### src/rtl/pool_a2_cu.sv
`default_nettype none
// ============================================================================
// Module   : pool_a2_cu
// Purpose  : 2x2 max-pool control unit: window-ordered reads, compare enables,
//            pooled-result writes and ping-pong handshaking with neighbours.
// Revision : 1.0 - initial release
// ============================================================================
module pool_a2_cu #(
    parameter int DATA_WIDTH            = 32,
    parameter int IFM_SIZE              = 28,
    parameter int IFM_DEPTH             = 6,
    parameter int READ_LATENCY          = 1,
    parameter int POOL_LATENCY          = 1,
    parameter int IFM_SIZE_NEXT         = IFM_SIZE / 2,
    parameter int ADDRESS_SIZE_IFM      = $clog2(IFM_SIZE * IFM_SIZE),
    parameter int ADDRESS_SIZE_NEXT_IFM = $clog2(IFM_SIZE_NEXT * IFM_SIZE_NEXT)
) (
    input  logic                             clk,
    input  logic                             reset,
    input  logic                             start_from_previous,
    input  logic                             end_from_next,
    output logic                             end_to_previous,
    output logic                             ifm_sel_current,
    output logic                             ifm_enable_read_current,
    output logic [ADDRESS_SIZE_IFM-1:0]      ifm_address_read_current,
    output logic                             pool_load,
    output logic                             pool_enable,
    output logic                             ifm_enable_write_next,
    output logic [ADDRESS_SIZE_NEXT_IFM-1:0] ifm_address_write_next,
    output logic                             ifm_sel_next,
    output logic                             start_to_next,
    output logic                             ready
);

    localparam int AW    = ADDRESS_SIZE_IFM;
    localparam int AWN   = ADDRESS_SIZE_NEXT_IFM;
    localparam int CNT_W = (IFM_SIZE_NEXT > 1) ? $clog2(IFM_SIZE_NEXT) : 1;
    localparam logic [CNT_W-1:0] CNT_LAST = CNT_W'(IFM_SIZE_NEXT - 1);
    localparam logic [AWN-1:0]   WR_LAST  = AWN'(IFM_SIZE_NEXT * IFM_SIZE_NEXT - 1);

    if ((IFM_SIZE % 2) != 0 || IFM_SIZE < 2 || READ_LATENCY < 1 || POOL_LATENCY < 1 ||
        DATA_WIDTH < 1 || IFM_DEPTH < 1) begin : g_bad_params
        $error("pool_a2_cu: unsupported parameter set");
    end

    typedef enum logic [1:0] {
        S_IDLE    = 2'd0,
        S_READ    = 2'd1,
        S_DRAIN   = 2'd2,
        S_HANDOFF = 2'd3
    } state_t;

    state_t r_state;
    state_t w_state_next;

    logic [1:0]                         r_w;
    logic [CNT_W-1:0]                   r_c;
    logic [CNT_W-1:0]                   r_r;
    // Tag bits: [2] valid, [1] first element of window, [0] last element
    logic [READ_LATENCY-1:0][2:0]       r_tag;
    logic [POOL_LATENCY-1:0]            r_wr;
    logic [AWN-1:0]                     r_wr_addr;
    logic                               r_sel_cur;
    logic                               r_sel_next;

    logic [2:0] w_tag_in;
    logic [2:0] w_tag_out;
    logic       w_last_read;
    logic       w_pipe_busy;
    logic       w_handoff;

    assign w_last_read = (r_state == S_READ) && (r_w == 2'd3) &&
                         (r_c == CNT_LAST) && (r_r == CNT_LAST);
    assign w_tag_in    = (r_state == S_READ) ? {1'b1, r_w == 2'd0, r_w == 2'd3} : 3'b000;
    assign w_tag_out   = r_tag[READ_LATENCY-1];
    assign w_handoff   = (r_state == S_HANDOFF) && end_from_next;

    always_comb begin
        w_pipe_busy = |r_wr;
        for (int i = 0; i < READ_LATENCY; i++) begin
            w_pipe_busy = w_pipe_busy | r_tag[i][2];
        end
    end

    always_comb begin
        w_state_next = r_state;
        case (r_state)
            S_IDLE:    if (start_from_previous) w_state_next = S_READ;
            S_READ:    if (w_last_read)         w_state_next = S_DRAIN;
            S_DRAIN:   if (!w_pipe_busy)        w_state_next = S_HANDOFF;
            S_HANDOFF: if (end_from_next)       w_state_next = S_IDLE;
            default:                            w_state_next = S_IDLE;
        endcase
    end

    always_ff @(posedge clk or negedge reset) begin
        if (!reset) begin
            r_state    <= S_IDLE;
            r_w        <= '0;
            r_c        <= '0;
            r_r        <= '0;
            r_tag      <= '0;
            r_wr       <= '0;
            r_wr_addr  <= '0;
            r_sel_cur  <= 1'b0;
            r_sel_next <= 1'b0;
        end else begin
            r_state <= w_state_next;

            // Counters wrap to zero on the final read, ready for the next map
            if (r_state == S_READ) begin
                r_w <= r_w + 2'd1;
                if (r_w == 2'd3) begin
                    if (r_c == CNT_LAST) begin
                        r_c <= '0;
                        r_r <= (r_r == CNT_LAST) ? '0 : r_r + CNT_W'(1);
                    end else begin
                        r_c <= r_c + CNT_W'(1);
                    end
                end
            end

            r_tag[0] <= w_tag_in;
            for (int i = 1; i < READ_LATENCY; i++) begin
                r_tag[i] <= r_tag[i-1];
            end

            r_wr[0] <= w_tag_out[2] & w_tag_out[0];
            for (int i = 1; i < POOL_LATENCY; i++) begin
                r_wr[i] <= r_wr[i-1];
            end

            if (r_wr[POOL_LATENCY-1]) begin
                r_wr_addr <= (r_wr_addr == WR_LAST) ? '0 : r_wr_addr + AWN'(1);
            end

            if (w_last_read) r_sel_cur  <= ~r_sel_cur;
            if (w_handoff)   r_sel_next <= ~r_sel_next;
        end
    end

    // Row index = 2r + w[1], column index = 2c + w[0], formed by concatenation
    assign ifm_address_read_current = AW'({r_r, r_w[1]}) * AW'(IFM_SIZE) + AW'({r_c, r_w[0]});

    assign ready                   = (r_state == S_IDLE);
    assign end_to_previous         = (r_state == S_IDLE);
    assign ifm_enable_read_current = (r_state == S_READ);
    assign ifm_sel_current         = r_sel_cur;
    assign pool_enable             = w_tag_out[2];
    assign pool_load               = w_tag_out[2] & w_tag_out[1];
    assign ifm_enable_write_next   = r_wr[POOL_LATENCY-1];
    assign ifm_address_write_next  = r_wr_addr;
    assign ifm_sel_next            = r_sel_next;
    assign start_to_next           = w_handoff;

endmodule
`default_nettype wire

### config.mk
export PLATFORM = sky130hd
export DESIGN_NAME = pool_a2_cu
export DESIGN_NICKNAME = d
export VERILOG_FILES = /design/src/rtl/pool_a2_cu.sv
export SDC_FILE = /design/constraint.sdc
export NUM_CORES = 1
export LEC_CHECK = 0
export ABC_AREA = 1
export BUFFER_PORTS_ARGS = -buffer_cell sky130_fd_sc_hd__buf_2
export CAP_MARGIN = 10
export CORE_MARGIN = 2
export CORE_UTILIZATION = 55
export CTS_BUF_LIST = sky130_fd_sc_hd__clkbuf_2
export CTS_CLUSTER_DIAMETER = 150
export DETAILED_ROUTE_END_ITERATION = 6
export PLACE_DENSITY_LB_ADDON = 0.08
export SLEW_MARGIN = 20
export SYNTH_ARGS = -nofsm -noshare
export SYNTH_HDL_FRONTEND = slang
export SYNTH_SLANG_ARGS = --single-unit
export TNS_END_PERCENT = 5
### constraint.sdc
create_clock -name clk -period 5.8 [get_ports clk]
set_clock_uncertainty 0.1 [all_clocks]
set_input_delay 0.29 -clock clk [delete_from_list [all_inputs] [get_ports clk]]
set_output_delay 0.29 -clock clk [all_outputs]
set_load 0.01 [all_outputs]
Yosys cells after proc, flatten, opt, wreduce, memory -nomap -nowiden
Index checks and enable logic that the tools add are counted.
Storage, ports and cells
  input port bits: 4
  output and inout port bits: 27
  logic and storage cells: 49
  register bits after elaboration: 26
Cells by class
  eq/ne operators: 11
  add/sub/neg operators: 5
  multiply operators: 1
  mux-type cells: 9
  bitwise logic cells: 5
  reductions and logical operators: 9
Operators with widths (number)
  $add 10x5->10: 1
  $add 4x1->4 const B: 2
  $add 8x1->8 const B: 1
  $eq 4x4->1 const B: 2
  $eq 8x8->1 const B: 1
  $mul 5x3->8 const B: 1
  $mux 2: 4
  $mux 4: 2
  $mux 8: 1
  $pmux 2 s4: 1
  $eq 2x2->1 const B: 3
  $ne 2x2->1 const B: 3
  $logic_and 1x1->1: 4
  $logic_not 2->1: 2
  $reduce_and 4->1: 1
  $mux 3: 1
  $reduce_and 3->1: 1
  $add 2x1->2 const B: 1
  $and 1x1->1: 2
  $eq 2x1->1 const B: 1
  $ne 2x1->1 const B: 1
  $not 1->1: 2
  $reduce_and 2->1: 1
  $or 1x1->1: 1

Longest topological paths before layout
Gate-level depths: netlist of run 1.
  word-level depth: 6
  gate-level depth with buffers: 11
  depth with buffers taken out: 11

Least setup slack after synthesis of run 1
Ideal clock, no wire load.
  kind: flip-flop to output port
  from: reg r_r[1]
  to: out ifm_address_read_current[9]
  buffers on the path: 0
  required time: 5410 ps
  setup slack: 3204 ps
  arrival: 2206 ps
  cell stages (with the launch flop): 11
  path through: dfrtp_1 fa_1 ha_1 inv_1 fa_1 xnor2_2 nand3_2 nor2_2 nand2_1 nand2_1 nand2_1
On the way
  longest elaborated chain between the ends: 2
Ends and longest elaborated chain
  start: declaration: RTL line 58  | logic [CNT_W-1:0] r_r;
  start signal: assignment: RTL line 116  | r_r <= (r_r == CNT_LAST) ? '0 : r_r + CNT_W'(1);
  $mul 5x3->8: RTL line 143  | assign ifm_address_read_current = AW'({r_r, r_w[1]}) * AW'(IFM_SIZE) + AW'({r_c, r_w[0]});
  $add 10x5->10: RTL line 143
  end: declaration: RTL line 25  | output logic [ADDRESS_SIZE_IFM-1:0] ifm_address_read_current,
Every way passes these cells.

Worst setup path after layout of run 1
Ends and elaborated chain as after synthesis.

==> impl_metrics.yaml, run 1 <==
status:
  status: "finished clean"
timing:
  fmax_ghz: 0.306
  setup_tns_ns: 0
  rsz0062_at_grt: "false"
  setup_viol: 0
  post-route-min-period_ns: 3.27
  setup_ws_ns: 2.53
  finalHoldViolCount: 0
  max-slew-margin-rel: 0.611
  drv_slew: 0
  max_slew.worst_pin.slew_ns: 0.583
  period_share: 0.564
final_layout:
  finalNonFillerCells: 297
  final_common_cell: "nand2_1"
  drive_gt1_frac: 0.223
  diodes: 0
  syn2layout_area_growth_pct: 12.7
  nNetsFinal: 283
  final_cell_mix: "nand2_1, inv_1, buf_2, dfrtp_1, ha_1"
  final_area_sq_um: 2130
place:
  placed_area_sq_um: 2080
  hpwl_mm: 2.57
  dpl_worst_slack_ns: 2.98
  gp_congestion: 0.818
  io_buffers: 30
  placed_cells: 292
drt:
  detail-route-antenna-nets: 0
  drc: 0
  drtIter0Drc: 56
  vias_per_cell: 4.85
  drt_first_pass_iters: 4
  num_vias: 1441
  wl_per_cell_um: 10.8
  totalWireLength_mm: 3.22
logic_synthesis:
  netlist_area_sq_um: 1890
  async_reset_ff_frac: 1.00
  synth_fp_nets: 250
  synth_area_per_cell_sq_um: 8.64
  seq_area_frac_synth: 0.344
  synth-edff-count: 0
  synth_cells: 219
  yosysWarnings: 0
  synth.distinct_cells: 31
  ys_ff_latch: 26
  synth_flop_cell: "dfrtp_1"
grt:
  grt_usage: 0.187
  grt_pass1_vias: 1446
  grt_max_degree: 27
  antenna_found_initial: 0
  grt_pass1_wl_mm: 5.98
  overflow: 0
clock_tree:
  cts_resized: 0
  cts_root_buf: "clkbuf_2"
  cts_max_level: 1
  cts_made_buffers: 3
  cts.clk_slew.worst_paths_ns: 0.28
  cts_sinks: 26
  cts_buffer_depth: 2
  clk_latency_ns: 0.38
  cts_tree: "done"
floorplan:
  die-area_sq_um: 3930
  initial_core_util: 0.572
  fp.dieW_um: 62.7
  fp.coreArea_sq_um: 3310
  io_pins: 31
  dieHeight_um: 62.7
  rows: 21
critical_path:
  worstPathRequired_ns: 5.41
  cp-end-kind: "output port"
  startpoint_type: "flop"
  cp_max_fo: 7
  arrival_ns: 2.88
  critical_path_class: "flop to output port"
pwr:
  power_density_nw_per_um2: 323
  power.total_uw: 689
  ir_drop_uv: 231
  p_leak_nw: 1.24
job:
  cap_violations: 0
min_path:
  hp-class: "input port to flop"
-- final timing paths --
path                                     from                     endpoint  slack [ns]  depth (start not counted)
worst max-delay path                   r_r[1]  ifm_address_read_current[9]        2.53                         11
worst min-delay path            end_from_next                 ifm_sel_next        0.09                          3
worst max register to register     r_state[1]                   r_state[0]        4.08                          9
worst min register to register       r_tag[0]        ifm_enable_write_next        0.34                          2
max in group asynchronous               reset                       r_c[0]        4.90                          2
min in group asynchronous               reset    ifm_address_write_next[0]        0.30                          2
-- synth_stat cells, types with 2 or more instances --
| cell | number | area [sq um] |
|---|---|---|
| o22ai_1 | 2 | 12.5 |
| nor3_2 | 3 | 30.0 |
| nand3_2 | 3 | 30.0 |
| inv_2 | 3 | 11.3 |
| buf_4 | 3 | 22.5 |
| nand3_1 | 13 | 65.1 |
| o21ai_0 | 5 | 25.0 |
| nor2_1 | 12 | 45.0 |
| dfrtp_1 | 26 | 651 |
| inv_1 | 35 | 131 |
| fa_1 | 6 | 120 |
| nand2_2 | 4 | 25.0 |
| nand2_1 | 43 | 161 |
| nor2_2 | 2 | 12.5 |
| a21oi_1 | 8 | 40.0 |
| xor2_1 | 7 | 61.3 |
| xnor2_1 | 2 | 17.5 |
| nor3_1 | 5 | 25.0 |
| o21ai_1 | 5 | 25.0 |
| ha_1 | 21 | 263 |
-- power by group --
part / internal, mW / switching, mW
combinational: 0.121 / 0.177
sequential: 0.226 / 0.0468
clock: 0.0592 / 0.0597
-- state kept, by name, summed over array words and instances, names as in the netlist --
signal	count
ifm_address_write_next	8
r_c	4
r_r	4
r_tag	3
r_state	2
r_w	2
ifm_enable_write_next	1
ifm_sel_current	1
ifm_sel_next	1
-- critical path, stage by stage (launching register included) --
cell and delay [ns]:
dfrtp_1 0.57, fa_1 0.53, ha_1 0.15, inv_1 0.07, fa_1 0.42, xnor2_2 0.22, nand3_2 0.12, nor2_2 0.13
nand2_1 0.05, nand2_1 0.05, nand2_1 0.05, buf_2 0.13
-- area by class of cell --
type | count | area [sq um]
Clock inverter | 1 | 30.0
Clock buffer | 3 | 15.0
Timing Repair Buffer | 31 | 160
Fill cell | 315 | 1180
Inverter | 40 | 151
Multi-Input combinational cell | 150 | 1070
Tap cell | 46 | 57.6
Sequential cell | 26 | 651
-- through the flow --
step,util,hold WS (ns)
final,0.644,0.0865
after detailed placement,0.628,0.227
after global routing,0.644,0.0899
after floorplan,-,-0.106
after global placement,0.628,0.226
after CTS,0.644,0.0749
-- per-layer routing --
layer  global-route usage  up-vias  part of all wire
li1                     -      748                 -
met1                0.240      668              0.47
met2                0.333       21              0.49
met3               0.0270        4             0.034
met4               0.0417        0            0.0065
met5                    0        -                 0
-- cells by family (layout without fill, tap and decap cells) --
logic type,count (synthesis),in the layout,synth area share
buffers and inverters,43,75,0.0919
XOR/XNOR,10,10,0.0502
AO/OA/AOI/OAI,22,22,0.0615
AND/OR/NAND/NOR,91,91,0.250
flip-flops,26,26,0.344
adder cells (fa/ha/maj),27,27,0.202
-- what timing repair did --
| action | CTS | global route |
|---|---|---|
| setup buffers | 0 | 0 |
| endpoints found under the hold margin | 26 | 0 |
| hold buffers | 1 | 0 |
(Power assumes the default switching activity.)
==> inputs of run 2 (changes only) <==
CORE_UTILIZATION = 53   (was 55)
clock period = 3 ns   (was 5.8 ns; I/O delays follow)
==> impl_metrics.yaml, run 2 (synthesis gave the netlist of run 1 again) <==
clock_tree:
  cts_root_buf: "clkbuf_2"
  cts_max_level: 1
  cts_made_buffers: 3
  cts.clk_slew.worst_paths_ns: 0.26
  cts_tree: "done"
  cts_buffer_depth: 2
  clk_latency_ns: 0.36
  cts_sinks: 26
timing:
  max-slew-margin-rel: 0.621
  setup_ws_ns: -0.0146
  fmax_ghz: 0.332
  period_share: 1.00
  setup_tns_ns: -0.0146
  drv_slew: 0
  post-route-min-period_ns: 3.01
  setup_viol: 1
  whs_ns: 0.0996
  finalHoldViolCount: 0
  rsz0062_at_grt: "true"
  max_slew.worst_pin.slew_ns: 0.568
final_layout:
  diodes: 0
  final_cell_mix: "nand2_1, inv_1, buf_2, dfrtp_1, ha_1"
  finalNonFillerCells: 307
  final_area_sq_um: 2270
  nFillCells: 302
  nNetsFinal: 293
  largest_register_ffs: 8
  syn2layout_area_growth_pct: 19.8
  final_common_cell: "nand2_1"
  drive_gt1_frac: 0.299
drt:
  wl_per_cell_um: 10.8
  vias_per_cell: 4.86
  detail-route-antenna-nets: 0
  drc: 0
  num_vias: 1492
  drt_first_pass_iters: 4
  drtIter0Drc: 111
  totalWireLength_mm: 3.31
floorplan:
  fp.coreArea_sq_um: 3390
  dieHeight_um: 63.8
  die-area_sq_um: 4070
  rows: 21
  fp.dieW_um: 63.8
  io_pins: 31
  initial_core_util: 0.559
grt:
  antenna_found_initial: 0
  grt_pass1_vias: 1416
  grt_pass1_wl_mm: 5.86
  grt_max_degree: 27
  overflow: 0
  grt_usage: 0.179
pwr:
  switching_share: 0.404
  pwr-share-clk: 0.162
  power.switching_uw: 549
  p_comb_frac: 0.452
  p_leak_nw: 1.28
  ir_drop_uv: 308
  power_density_nw_per_um2: 599
  seqPwrFrac: 0.386
  intPower_uw: 810
critical_path:
  startpoint_type: "flop"
  cp-end-kind: "output port"
  worstReg2RegStart: "r_state[1]"
  arrival_ns: 2.76
  cp_max_fo: 5
  worstPathRequired_ns: 2.75
  critical_path_class: "flop to output port"
  worstSetupStartpoint: "r_r[0]"
place:
  hpwl_mm: 2.49
  placed_area_sq_um: 2080
  io_buffers: 30
  dpl_worst_slack_ns: 0.316
  gp_congestion: 0.798
  placed_cells: 292
status:
  status: "finished with violations"
  violations: "negative setup slack"
job:
  cap_violations: 0
min_path:
  worstHoldStart: "start_from_previous"
  hp-class: "input port to flop"
[run 2: cell count changes in the layout (fill, tap and decap cells not counted), sizes merged]
cell	previous run	this run
buf	30	39
dlygate4sd3	1	2
[run 2: critical path: stages, from the launching register on]
cell and delay [ns]:
dfrtp_2 0.50, buf_6 0.13, fa_1 0.57, inv_2 0.05, fa_2 0.43, xnor2_4 0.15, buf_4 0.14, buf_4 0.13
xor2_1 0.17, buf_2 0.16
[run 2: worst paths after layout]
kind | slack, ns | cells past startpoint | to
max | -0.01 | 9 | ifm_address_read_current[6]
min reg2reg | 0.34 | 2 | ifm_enable_write_next
max reg2reg | 1.24 | 9 | r_state[0]
min | 0.1 | 6 | r_state[1]
max in group asynchronous | 2.21 | 2 | r_w[1]
min in group asynchronous | 0.16 | 2 | r_state[0]
[run 2: area by class of cell]
cell class | count | area, sq um | share of cell area
Sequential cell | 26 | 654 | 0.288
Multi-Input combinational cell | 150 | 1120 | 0.493
Timing Repair Buffer | 41 | 241 | 0.106
Clock inverter | 1 | 30.0 | 0.0132
Tap cell | 46 | 57.6 | 0.0254
Inverter | 40 | 151 | 0.0667
Clock buffer | 3 | 15.0 | 0.00662
[run 2: through the flow]
stage / total power, mW / util
final: 1.36 / 0.669
after global routing: 1.49 / 0.669
after CTS: 1.35 / 0.654
after detailed placement: 1.11 / 0.613
after global placement: 1.10 / 0.613
after floorplan: 0.952 / -
[run 2: repair_timing]
action,CTS,global route
pin swaps,7,10
gates resized for setup,7,9
hold buffers,2,0
hold endpoints to repair,27,0
setup endpoints to repair,3,4
buffers inserted,8,1
[run 2: power groups by stage]
stage          Sequential [mW]  Clock [mW]  Combinational [mW]
2_1_floorplan            0.532           0               0.421
3_3_place_gp             0.535           0               0.567
5_1_grt                  0.541       0.243               0.708
6_report                 0.525       0.220               0.615
4_1_cts                  0.524       0.228               0.602
3_5_place_dp             0.537           0               0.577
[run 2: metal layers]
layer  vias up  wire (um)  global-route usage
met5         -          0                   0
met4         0         12              0.0245
met3         2        123              0.0387
met2        28       1660               0.326
met1       692       1520               0.221
li1        770          -                   -
==> inputs of run 3 (changes only) <==
--- a/config.mk
+++ b/config.mk
@@ -10,2 +10,3 @@
 export CAP_MARGIN = 10
+export CORE_ASPECT_RATIO = 0.9
 export CORE_MARGIN = 2
==> constraint.sdc (replaced) <==
create_clock -name clk -period 3 [get_ports clk]
set_clock_uncertainty 0.1 [all_clocks]
set_input_delay 0.6 -clock clk [delete_from_list [all_inputs] [get_ports clk]]
set_output_delay 0.6 -clock clk [all_outputs]
set_load 0.01 [all_outputs]
==> impl_metrics.yaml, run 3 (synthesis gave the netlist of run 1 again) <==
critical_path:
  cp-end-kind: "output port"
  arrival_ns: 2.69
  critical_path_class: "flop to output port"
  worstSetupStartpoint: "r_r[0]"
  startpoint_type: "flop"
  cp_max_fo: 4
  worstPathRequired_ns: 2.30
  worstReg2RegStart: "r_state[1]"
final_layout:
  finalNonFillerCells: 303
  final_common_cell: "nand2_1"
  largest_register_ffs: 8
  final_cell_mix: "nand2_1, inv_1, buf_2, dfrtp_1, ha_1"
  nNetsFinal: 291
  drive_gt1_frac: 0.293
  fin_util: 0.653
  diodes: 0
  nFillCells: 315
  syn2layout_area_growth_pct: 17.4
timing:
  setup_ws_ns: -0.393
  setup_viol: 5
  drv_slew: 0
  fmax_ghz: 0.295
  period_share: 1.13
  setup_tns_ns: -1.67
  max-slew-margin-rel: 0.631
  whs_ns: 0.0909
  rsz0062_at_grt: "true"
  max_slew.worst_pin.slew_ns: 0.554
  post-route-min-period_ns: 3.39
  finalHoldViolCount: 0
floorplan:
  die-area_sq_um: 4070
  initial_core_util: 0.556
  rows: 20
  io_pins: 31
  fp.coreArea_sq_um: 3400
  fp.dieW_um: 67.0
  dieHeight_um: 60.7
place:
  hpwl_mm: 2.58
  io_buffers: 30
  placed_cells: 297
  gp_congestion: 0.851
grt:
  antenna_found_initial: 0
  grt_pass1_vias: 1293
  grt.busiest_layer: "met2"
  grt_pass1_wl_mm: 5.42
  grtUsageMet1: 0.237
  overflow: 0
  gr-usage-met3: 0.0408
  grt_usage: 0.176
  use_met2: 0.290
  grt_max_degree: 27
clock_tree:
  cts_sinks: 26
  cts_made_buffers: 3
  cts_root_buf: "clkbuf_2"
  cts_buffer_depth: 2
  cts_tree: "done"
  cts_max_level: 1
  clk_latency_ns: 0.35
  cts.clk_slew.worst_paths_ns: 0.24
drt:
  wl_per_cell_um: 10.6
  detail-route-antenna-nets: 0
  drt_first_pass_iters: 4
  drtIter0Drc: 61
  vias_per_cell: 4.84
  totalWireLength_mm: 3.22
  drc: 0
  num_vias: 1468
pwr:
  ir_drop_uv: 411
  power_density_nw_per_um2: 564
  p_leak_nw: 1.26
status:
  violations: "negative setup slack"
  status: "finished with violations"
job:
  cap_violations: 0
min_path:
  hp-class: "input port to async pin"
[run 3: layer usage]
metal  wire, um  up-vias
met2       1510       28
met1       1560      670
met5          0        -
met3        125        4
met4         27        0
li1           -      766
[run 3: cell type report]
type / instances / area, sq um / share of cell area
Multi-Input combinational cell: 150 / 1130 / 0.507
Inverter: 40 / 151 / 0.0681
Clock buffer: 3 / 15.0 / 0.00676
Timing Repair Buffer: 39 / 218 / 0.0980
Sequential cell: 26 / 652 / 0.293
Clock inverter: 1 / 3.75 / 0.00169
Tap cell: 44 / 55.1 / 0.0248
[run 3: metrics by stage]
stage               total power [mW]  setup slack, ns  cell area (sq um)
floorplan                      0.952           0.0940               1890
global placement                1.11           0.0258               2130
detailed placement              1.12          -0.0299               2130
CTS                             1.25           -0.420               2170
global route                    1.38           -0.547               2220
finish                          1.25           -0.393               2220
[run 3: timing repair]
| item | in CTS | in global routing |
|---|---|---|
| hold buffers | 0 | 0 |
| buffers inserted | 1 | 1 |
| pin swaps | 2 | 5 |
| cloned | 0 | 0 |
| gates resized for setup | 5 | 9 |
| endpoints found under the setup margin | 5 | 6 |
[run 3: where the power goes]
group | total (mW) | internal, mW | switching [mW]
Clock | 0.130 | 0.0290 | 0.101
Combinational | 0.601 | 0.255 | 0.347
Sequential | 0.522 | 0.437 | 0.0845
Total | 1.25 | 0.721 | 0.532
[run 3: critical path, cell delays in order (launching register included)]
cell and delay [ns]:
dfrtp_2 0.50, fa_1 0.52, ha_2 0.19, inv_2 0.05, fa_2 0.40, xnor2_4 0.18, nand3_2 0.12, nor2_2 0.12
nand2_1 0.06, nand2_1 0.05, nand2_1 0.04, buf_2 0.13
[run 3: worst paths after layout]
| kind | end | slack (ns) | cells after the start |
|---|---|---|---|
| hold reg to reg | ifm_enable_write_next | 0.37 | 2 |
| setup / recovery | ifm_address_read_current[9] | -0.39 | 11 |
| hold / removal | r_c[1] | 0.09 | 1 |
| min in group clk | ifm_enable_write_next | 0.37 | 2 |
| setup reg to reg | r_state[0] | 1.30 | 9 |
| max in group asynchronous | r_r[0] | 2.33 | 1 |
